===== src/rtl/tdc_cal_sequencer_pkg.sv =====
// Shared definitions for the TDC calibration sequencer: state encoding,
// default code geometry and the accumulator width derivation.
package tdc_cal_sequencer_pkg;

    typedef enum logic [2:0] {
        ST_IDLE   = 3'd0,
        ST_RST    = 3'd1,
        ST_SETTLE = 3'd2,
        ST_ARM    = 3'd3,
        ST_DONE   = 3'd4,
        ST_ERR    = 3'd5
    } cal_state_t;

    localparam int CODE_W_DEF = 10;
    localparam int N_LOG2_DEF = 3;
    localparam int TIMER_W    = 8;

    // Accumulator holds 2^n_log2 full-scale codes without wrapping.
    function automatic int acc_width(input int code_w, input int n_log2);
        return code_w + n_log2;
    endfunction

endpackage


===== src/rtl/tdc_cal_timer.sv =====
// Loadable 8-bit down-counter with zero flag; times both the settle gap
// and the per-sample conversion timeout.
module tdc_cal_timer
    import tdc_cal_sequencer_pkg::*;
(
    input  logic               clk40,
    input  logic               resetn,
    input  logic               load,
    input  logic               dec,
    input  logic [TIMER_W-1:0] load_value,
    output logic               zero
);

    logic [TIMER_W-1:0] count_reg;

    always_ff @(posedge clk40) begin
        if (!resetn) begin
            count_reg <= '0;
        end else if (load) begin
            count_reg <= load_value;
        end else if (dec && (count_reg != '0)) begin
            count_reg <= count_reg - TIMER_W'(1);
        end
    end

    assign zero = (count_reg == '0);

endmodule


===== src/rtl/tdc_cal_sequencer.sv =====
// Calibration sequencer: sweeps 2^N_LOG2 test-mode TDC conversions,
// averages the returned codes and flags conversions that never return.
module tdc_cal_sequencer
    import tdc_cal_sequencer_pkg::*;
#(
    parameter int CODE_W  = CODE_W_DEF,
    parameter int N_LOG2  = N_LOG2_DEF,
    parameter int SETTLE  = 2,
    parameter int TIMEOUT = 15
) (
    input  logic              clk40,
    input  logic              resetn,
    input  logic              start_cal,
    input  logic              cal_abort,
    input  logic              tdc_valid,
    input  logic [CODE_W-1:0] tdc_code,
    output logic              tdc_enable,
    output logic              tdc_testMode,
    output logic              tdc_autoReset,
    output logic              cal_busy,
    output logic [CODE_W-1:0] cal_mean,
    output logic              cal_done,
    output logic              timeout_err,
    output logic [N_LOG2-1:0] sample_idx
);

    localparam int ACC_W = acc_width(CODE_W, N_LOG2);
    localparam logic [TIMER_W-1:0] SETTLE_LD  = TIMER_W'(SETTLE - 1);
    localparam logic [TIMER_W-1:0] TIMEOUT_LD = TIMER_W'(TIMEOUT - 1);
    localparam logic [N_LOG2-1:0]  IDX_LAST   = {N_LOG2{1'b1}};

    cal_state_t state_reg, state_next;
    logic [ACC_W-1:0]   acc_reg, acc_next;
    logic [N_LOG2-1:0]  idx_reg, idx_next;
    logic [CODE_W-1:0]  mean_reg;
    logic               enable_reg, test_mode_reg, auto_reset_reg;
    logic               busy_reg, done_reg, err_reg;
    logic               err_clr;
    logic               tmr_load, tmr_dec, tmr_zero;
    logic [TIMER_W-1:0] tmr_load_value;

    tdc_cal_timer u_timer (
        .clk40      (clk40),
        .resetn     (resetn),
        .load       (tmr_load),
        .dec        (tmr_dec),
        .load_value (tmr_load_value),
        .zero       (tmr_zero)
    );

    always_comb begin
        state_next     = state_reg;
        acc_next       = acc_reg;
        idx_next       = idx_reg;
        err_clr        = 1'b0;
        tmr_load       = 1'b0;
        tmr_dec        = 1'b0;
        tmr_load_value = '0;
        case (state_reg)
            ST_IDLE: begin
                if (start_cal) begin
                    acc_next   = '0;
                    idx_next   = '0;
                    err_clr    = 1'b1;
                    state_next = ST_RST;
                end
            end
            ST_RST: begin
                tmr_load       = 1'b1;
                tmr_load_value = SETTLE_LD;
                state_next     = ST_SETTLE;
            end
            ST_SETTLE: begin
                if (tmr_zero) begin
                    tmr_load       = 1'b1;
                    tmr_load_value = TIMEOUT_LD;
                    state_next     = ST_ARM;
                end else begin
                    tmr_dec = 1'b1;
                end
            end
            ST_ARM: begin
                // A valid on the final timeout cycle still counts as a sample.
                if (tdc_valid) begin
                    acc_next = acc_reg + ACC_W'(tdc_code);
                    if (idx_reg == IDX_LAST) begin
                        state_next = ST_DONE;
                    end else begin
                        idx_next   = idx_reg + N_LOG2'(1);
                        state_next = ST_RST;
                    end
                end else if (tmr_zero) begin
                    state_next = ST_ERR;
                end else begin
                    tmr_dec = 1'b1;
                end
            end
            ST_DONE: state_next = ST_IDLE;
            ST_ERR:  state_next = ST_IDLE;
            default: state_next = ST_IDLE;
        endcase

        // Abort overrides every transition and freezes the partial data.
        if (cal_abort && (state_reg != ST_IDLE)) begin
            state_next = ST_IDLE;
            acc_next   = acc_reg;
            idx_next   = idx_reg;
            tmr_load   = 1'b0;
            tmr_dec    = 1'b0;
        end
    end

    // Outputs are decoded from the next state so they line up with it.
    always_ff @(posedge clk40) begin
        if (!resetn) begin
            state_reg      <= ST_IDLE;
            acc_reg        <= '0;
            idx_reg        <= '0;
            mean_reg       <= '0;
            enable_reg     <= 1'b0;
            test_mode_reg  <= 1'b0;
            auto_reset_reg <= 1'b0;
            busy_reg       <= 1'b0;
            done_reg       <= 1'b0;
            err_reg        <= 1'b0;
        end else begin
            state_reg      <= state_next;
            acc_reg        <= acc_next;
            idx_reg        <= idx_next;
            enable_reg     <= (state_next == ST_RST) || (state_next == ST_SETTLE)
                              || (state_next == ST_ARM);
            test_mode_reg  <= (state_next == ST_ARM);
            auto_reset_reg <= (state_next == ST_RST);
            busy_reg       <= (state_next != ST_IDLE);
            done_reg       <= (state_next == ST_DONE) || (state_next == ST_ERR);
            if (state_next == ST_DONE) begin
                mean_reg <= acc_next[ACC_W-1:N_LOG2];
            end
            if (state_next == ST_ERR) begin
                err_reg <= 1'b1;
            end else if (err_clr) begin
                err_reg <= 1'b0;
            end
        end
    end

    assign tdc_enable    = enable_reg;
    assign tdc_testMode  = test_mode_reg;
    assign tdc_autoReset = auto_reset_reg;
    assign cal_busy      = busy_reg;
    assign cal_mean      = mean_reg;
    assign cal_done      = done_reg;
    assign timeout_err   = err_reg;
    assign sample_idx    = idx_reg;

endmodule

===== config.mk =====
export PLATFORM = sky130hd
export DESIGN_NAME = tdc_cal_sequencer
export DESIGN_NICKNAME = d
export VERILOG_FILES = /design/src/rtl/tdc_cal_sequencer_pkg.sv /design/src/rtl/tdc_cal_timer.sv /design/src/rtl/tdc_cal_sequencer.sv
export SDC_FILE = /design/constraint.sdc
export NUM_CORES = 1
export LEC_CHECK = 0
export CAP_MARGIN = 20
export CORE_MARGIN = 2
export CORE_UTILIZATION = 56
export CTS_BUF_LIST = sky130_fd_sc_hd__clkbuf_8
export CTS_CLUSTER_DIAMETER = 50
export DETAILED_ROUTE_END_ITERATION = 8
export HOLD_SLACK_MARGIN = 0.1
export PLACE_DENSITY = 0.79
export SETUP_SLACK_MARGIN = 0.2
export SYNTH_ARGS = -nofsm -noshare
export SYNTH_HDL_FRONTEND = slang
export SYNTH_SLANG_ARGS = --single-unit

===== constraint.sdc =====
create_clock -name clk40 -period 3.25 [get_ports clk40]
set_input_delay 0.4875 -clock clk40 [delete_from_list [all_inputs] [get_ports clk40]]
set_output_delay 0.4875 -clock clk40 [all_outputs]
set_load 0.01 [all_outputs]

# Word-level counts from Yosys, hierarchy flattened
# Cells that the tools add are included.
[totals]
reg_bits = 43
in_bits = 15
out_inout_bits = 19
[classes]
n_addsub = 3
eq_ne = 12
n_mux = 30
bitwise_logic = 1
n_reduce_logical = 15
[ops]
columns = ["op", "count"]
rows = [
  ["13-bit 2-to-1 mux", 3],
  ["3-bit 2-to-1 mux", 9],
  ["13-bit case mux with 2 select lines", 1],
  ["8-bit 2-to-1 mux", 2],
  ["13-bit by 10-bit adder with 13-bit output", 1],
  ["3-bit by 2-bit equality test with 1-bit output (second input constant)", 4],
  ["3-bit case mux with 4 select lines", 1],
  ["3-bit equality test (second input constant)", 3],
  ["1-bit 2-to-1 mux", 9],
  ["8-bit logical NOT", 1],
  ["4-bit case mux with 2 select lines", 1],
  ["8-bit nonzero test", 1],
  ["8-bit by 1-bit subtractor with 8-bit output (second input constant)", 1],
  ["3-bit by 1-bit equality test with 1-bit output (second input constant)", 2],
  ["2-bit inequality test (second input constant)", 3],
  ["3-bit case mux with 2 select lines", 1],
  ["2-bit nonzero test", 3],
  ["3-bit nonzero test", 2],
  ["5-bit AND reduction", 1],
  ["4-bit 2-to-1 mux", 1],
  ["1-bit case mux with 2 select lines", 2],
  ["4-bit AND reduction", 1],
  ["3-bit by 1-bit adder with 3-bit output (second input constant)", 1],
  ["3-bit logical NOT", 1],
  ["other kinds (3)", 6],
]

# Logic depth before layout (Yosys ltp)
[depth]
ltp_word = 8
ltp_mapped = 8
mapped_depth_nobuf = 8

# By module
# From an unflattened synthesis, not the netlist that was laid out.
[unflattened]
cells_unflattened = 299
hier_area_um2 = 2573.7
[by_module_without_submodules]
columns = ["module", "n_inst", "cells_per_inst", "area_each_um2"]
rows = [
  ["tdc_cal_sequencer", 1, 241, 2065.7],
  ["tdc_cal_timer", 1, 58, 508.0],
]

# Worst setup path after synthesis
# OpenSTA, ideal clock, no wires.
[synth_path]
path_type = "input to register"
startpoint = "in tdc_code[0]"
endpoint = "reg mean_reg[7], in the netlist cal_mean[7]"
setup_ns = 0.116
arrival_ns = 2.303
required_time_ns = 3.134
setup_slack_ns = 0.831
stages = 8
path_cell_list = "ha_1 fa_1 a21o_1 a221oi_2 o21ai_2 a31o_2 a21o_1 a41o_1"
[synth_between]
elab_chain_len = 4
[synth_lines]
columns = ["element", "line", "source"]
rows = [
  ["start: declaration", "tdc_cal_sequencer.sv:16", "input logic [CODE_W-1:0] tdc_code,"],
  ["13-bit by 10-bit adder with 13-bit output", "tdc_cal_sequencer.sv:85", "acc_next = acc_reg + ACC_W'(tdc_code);"],
  ["13-bit 2-to-1 mux", "tdc_cal_sequencer.sv:84", "if (tdc_valid) begin"],
  ["13-bit case mux with 2 select lines", "tdc_cal_sequencer.sv:59", "case (state_reg)"],
  ["13-bit 2-to-1 mux", "tdc_cal_sequencer.sv:104", "if (cal_abort && (state_reg != ST_IDLE)) begin"],
  ["end signal: assignment", "tdc_cal_sequencer.sv:137", "mean_reg <= acc_next[ACC_W-1:N_LOG2];"],
  ["end: declaration", "tdc_cal_sequencer.sv:35", "logic [CODE_W-1:0] mean_reg;"],
]
# Every way passes these cells. The select of a mux whose other input is x is not followed.
# A chain may end at the register's enable or synchronous reset.

# Worst setup path after layout
[layout_path]
startpoint = "in tdc_code[0]"
endpoint = "reg acc_reg[12]"
[layout_between]
elab_chain_len = 4
[layout_lines]
columns = ["element", "line", "source"]
rows = [
  ["13-bit by 10-bit adder with 13-bit output", "tdc_cal_sequencer.sv:85", ""],
  ["13-bit 2-to-1 mux", "tdc_cal_sequencer.sv:84", ""],
  ["13-bit case mux with 2 select lines", "tdc_cal_sequencer.sv:59", ""],
  ["13-bit 2-to-1 mux", "tdc_cal_sequencer.sv:104", ""],
  ["end signal: assignment", "tdc_cal_sequencer.sv:128", "acc_reg <= acc_next;"],
  ["end: declaration", "tdc_cal_sequencer.sv:33", "logic [ACC_W-1:0] acc_reg, acc_next;"],
]
# Every way passes these cells. The select of a mux whose other input is x is not followed.

==> results.md <==
- Status: complete, no violations
- Grt ovf: 0
- Htree depth: 2
- Area taken by multi-input logic gates: ~1400 um2
- FF/Latch Area: approximately 860 um2
- Startpoint Class: input pin
- Critical path class: in2reg
- Die area: between 4000 and 5000 um2
- Synth warn: 0
- Routability congestion estimate from global placement: between 0.8 and 0.9
- CP most frequent cell: a31oi_1
- Slew HR: 53.0%
- WHS: between 0.4 and 0.5 ns
- Area post-placement: between 2000 and 3000 um2
- RSZ-0062 raised after global routing: no
- Critical Path Sink Type: flop
- Most frequent cell after synthesis: dfxtp_1
- Worst reg2reg setup slack: about 0.88 ns
- Fin area: 2770 um2
- Chip width: 68.0 um
- Ys flop type: dfxtp_1
- Worst hold path type: reg2reg
- Dpl hpwl: 3520 um
- Top cells by area in the synthesized netlist: dfxtp_1 38%, ha_1 7.6%, a21oi_1 5.2%, nor2_1 5.2%, nand2_1 3.4%
- I/O pins: 34
- Via count: 2,016
- Syn avg cell area: 8.63 um2
- Mapped Cells: ~270
- PortBufs: 33
- P&R area growth vs syn: 20.6%
- R2r endpoint: acc_reg[12]
- GR Util met2: a little over a third
- Fillers: between 300 and 400
- ANT cells: 0
- Non-filler cells in the finished layout: 347
- Slowest CP cell: fa_1
- Met1 Usage GRT: around 32%
- GR Layer Usage met3: under 10%
- Number of core rows: 23
- Clk_skew: 0.00359 ns
- Crit-path leading delay family: compound AO/OA/AOI/OAI gates
- Static Leak: between 0.001 and 0.0015 uW
- Crit path from: tdc_code[0]
- Initial antenna violation count: 0
- 1st-iter DRT viols: ~140
- Slowest stage delay, CP: approximately 0.42 ns
- Pin count of the biggest net entering global routing: 29
- Ratio of total power to cell area: about 410 nW/um2
- Initial Util: between 50% and 60%
- Post-route ant nets: 0
- GR peak layer: met2
- Worst endpoint data arrival time: approximately 2.8 ns
- Largest vdd supply drop: 0.000312 V
- Layout cells sized above 1: under 10%
- R2R depth: 8
- Clk slew on worst S/H paths: around 0.080 ns
- Post-CTS Resized: 0
- Yosys cell types: 48
- CTS tree: done
- Worst slack, placed: approximately 0.28 ns
- Final Setup Violations: 0
- Area leader, netlist: dfxtp_1
- Crit share post-route: 82.1%
- Worst hold stages: 2
- Post-synth EDFFs: 0
- Worst R2R Start: acc_reg[0]
- Clock Sinks: 43
- Register bit total from synthesis: 43
- DRT Wirelength: around 4900 um
- Sequential area share after synthesis: a little under two fifths
- Actual slew at the worst max-slew pin: between 0.7 and 0.8 ns
- Post-route setup TNS: 0 ns
- Fmax: 0.375 GHz
- Final min period: ~2.7 ns
- CP Max Fanout: 6
- Final nets: 326
- Core ar.: around 4000 um2
- Vias in the first global route: between 1,500 and 2,000
- Post-synth top cells: 43 x dfxtp_1, 32 x nor2_1, 24 x a21oi_1
- Dpl cells: ~340
- Beginning of the worst hold path: acc_reg[7]
- DRC: 0
- CTS root buf: clkbuf_8
- Post-CTS Setup Bufs: 0
- Min-Delay Endpoint: acc_reg[7]
- Routed vias/inst: ~5.8
- Gr usage total: a little under a quarter
- Final WS setup: roughly 0.58 ns
- Worst-Skew Late Latency: ~0.3 ns
- Post-synth ARST share: 0%
- First-pass GRT wire length: between 8000 and 9000 um
- Drt first pass iters: 4
- Die height: between 60 and 70 um
- Final hold vios: 0
- Post-Synthesis Cell Area: roughly 2300 um2
- Final Slew Violations: 0
- Max reg flops: 13
- Crit-path cells: clkdlybuf4s50_1, ha_1, fa_1, a21o_1, a221oi_2, o21ai_2, a31oi_1, or4_1, a31oi_1
- Cts hold-fix bufs: 0
- Post-synth top area share: 37.5%
- Critical path buffer and inverter count: 1
- Max-cap violations: 0
- Wire per inst: approximately 14 um
- Clk buf depth: 2
- WP data required: roughly 3.4 ns
- TritonCTS Buffers: 5
- Syn Nets: between 200 and 300
==> power breakdown <==
group | total (uW) | leakage (uW) | switching (uW) | internal, uW
clock | 440 | 0.0000612 | 191 | 249
combinational | 150 | 0.000722 | 83.6 | 66.8
sequential | 549 | 0.000348 | 11.1 | 538
total | 1140 | 0.00113 | 286 | 854
==> layout by cell type, fill, tap and decap left out, types with 6 or more instances in the layout <==
cell and instances:
dfxtp_1 43, clkdlybuf4s50_1 33, nor2_1 32, a21oi_1 24, nand2_1 21, ha_1 14, o21ai_0 11, a21o_1 10
a22oi_1 10, a31oi_1 7, nor3_1 6, o211ai_1 6, xor2_1 6, xnor2_1 6, clkbuf_8 6
==> per-layer routing <==
metal  routed length, um  share of wire (%)
met4                  58                1.2
met5                   0                  0
met3                 197                4.0
met2                2150                 44
met1                2520                 51
==> through the flow <==
stage / util [%] / power, uW
global placement: 66.7 / 709
CTS: 69.7 / 1140
floorplan: - / 662
finish: 69.7 / 1140
detailed placement: 66.7 / 711
global route: 69.7 / 1180
==> logic make-up after synthesis <==
logic type	count (synthesis)	synth area share (%)
AO/OA/AOI/OAI	89	26.0
adder cells (fa/ha/maj)	15	8.51
XOR/XNOR	12	4.58
flip-flops	43	37.5
AND/OR/NAND/NOR	91	20.6
buffers and inverters	16	2.83
==> tightest hold or removal path, delay by kind of cell (launching register included) <==
kind | cells | cell delay [ns]
simple gates | 1 | 0.05
compound gates | 1 | 0.05
flops | 1 | 0.32
==> how the worst max path moves through the flow <==
stage | end | slack (ns) | cells after the start
CTS | acc_reg[12] | 0.59 | 9
floorplan | cal_mean[7] | 0.83 | 8
global route | acc_reg[10] | 0.41 | 9
detailed placement | acc_reg[12] | 0.28 | 9
finish | acc_reg[12] | 0.58 | 9
global placement | acc_reg[12] | 0.33 | 9
==> cell type report <==
cell class | count | area share (%)
multi-input combinational | 207 | 49.5
timing repair buffer | 34 | 12.2
clock inverter | 2 | 1.27
sequential | 43 | 31.1
clock buffer | 6 | 2.99
inverter | 5 | 0.678
tap | 50 | 2.26
Power figures use the tool's default switching activity.
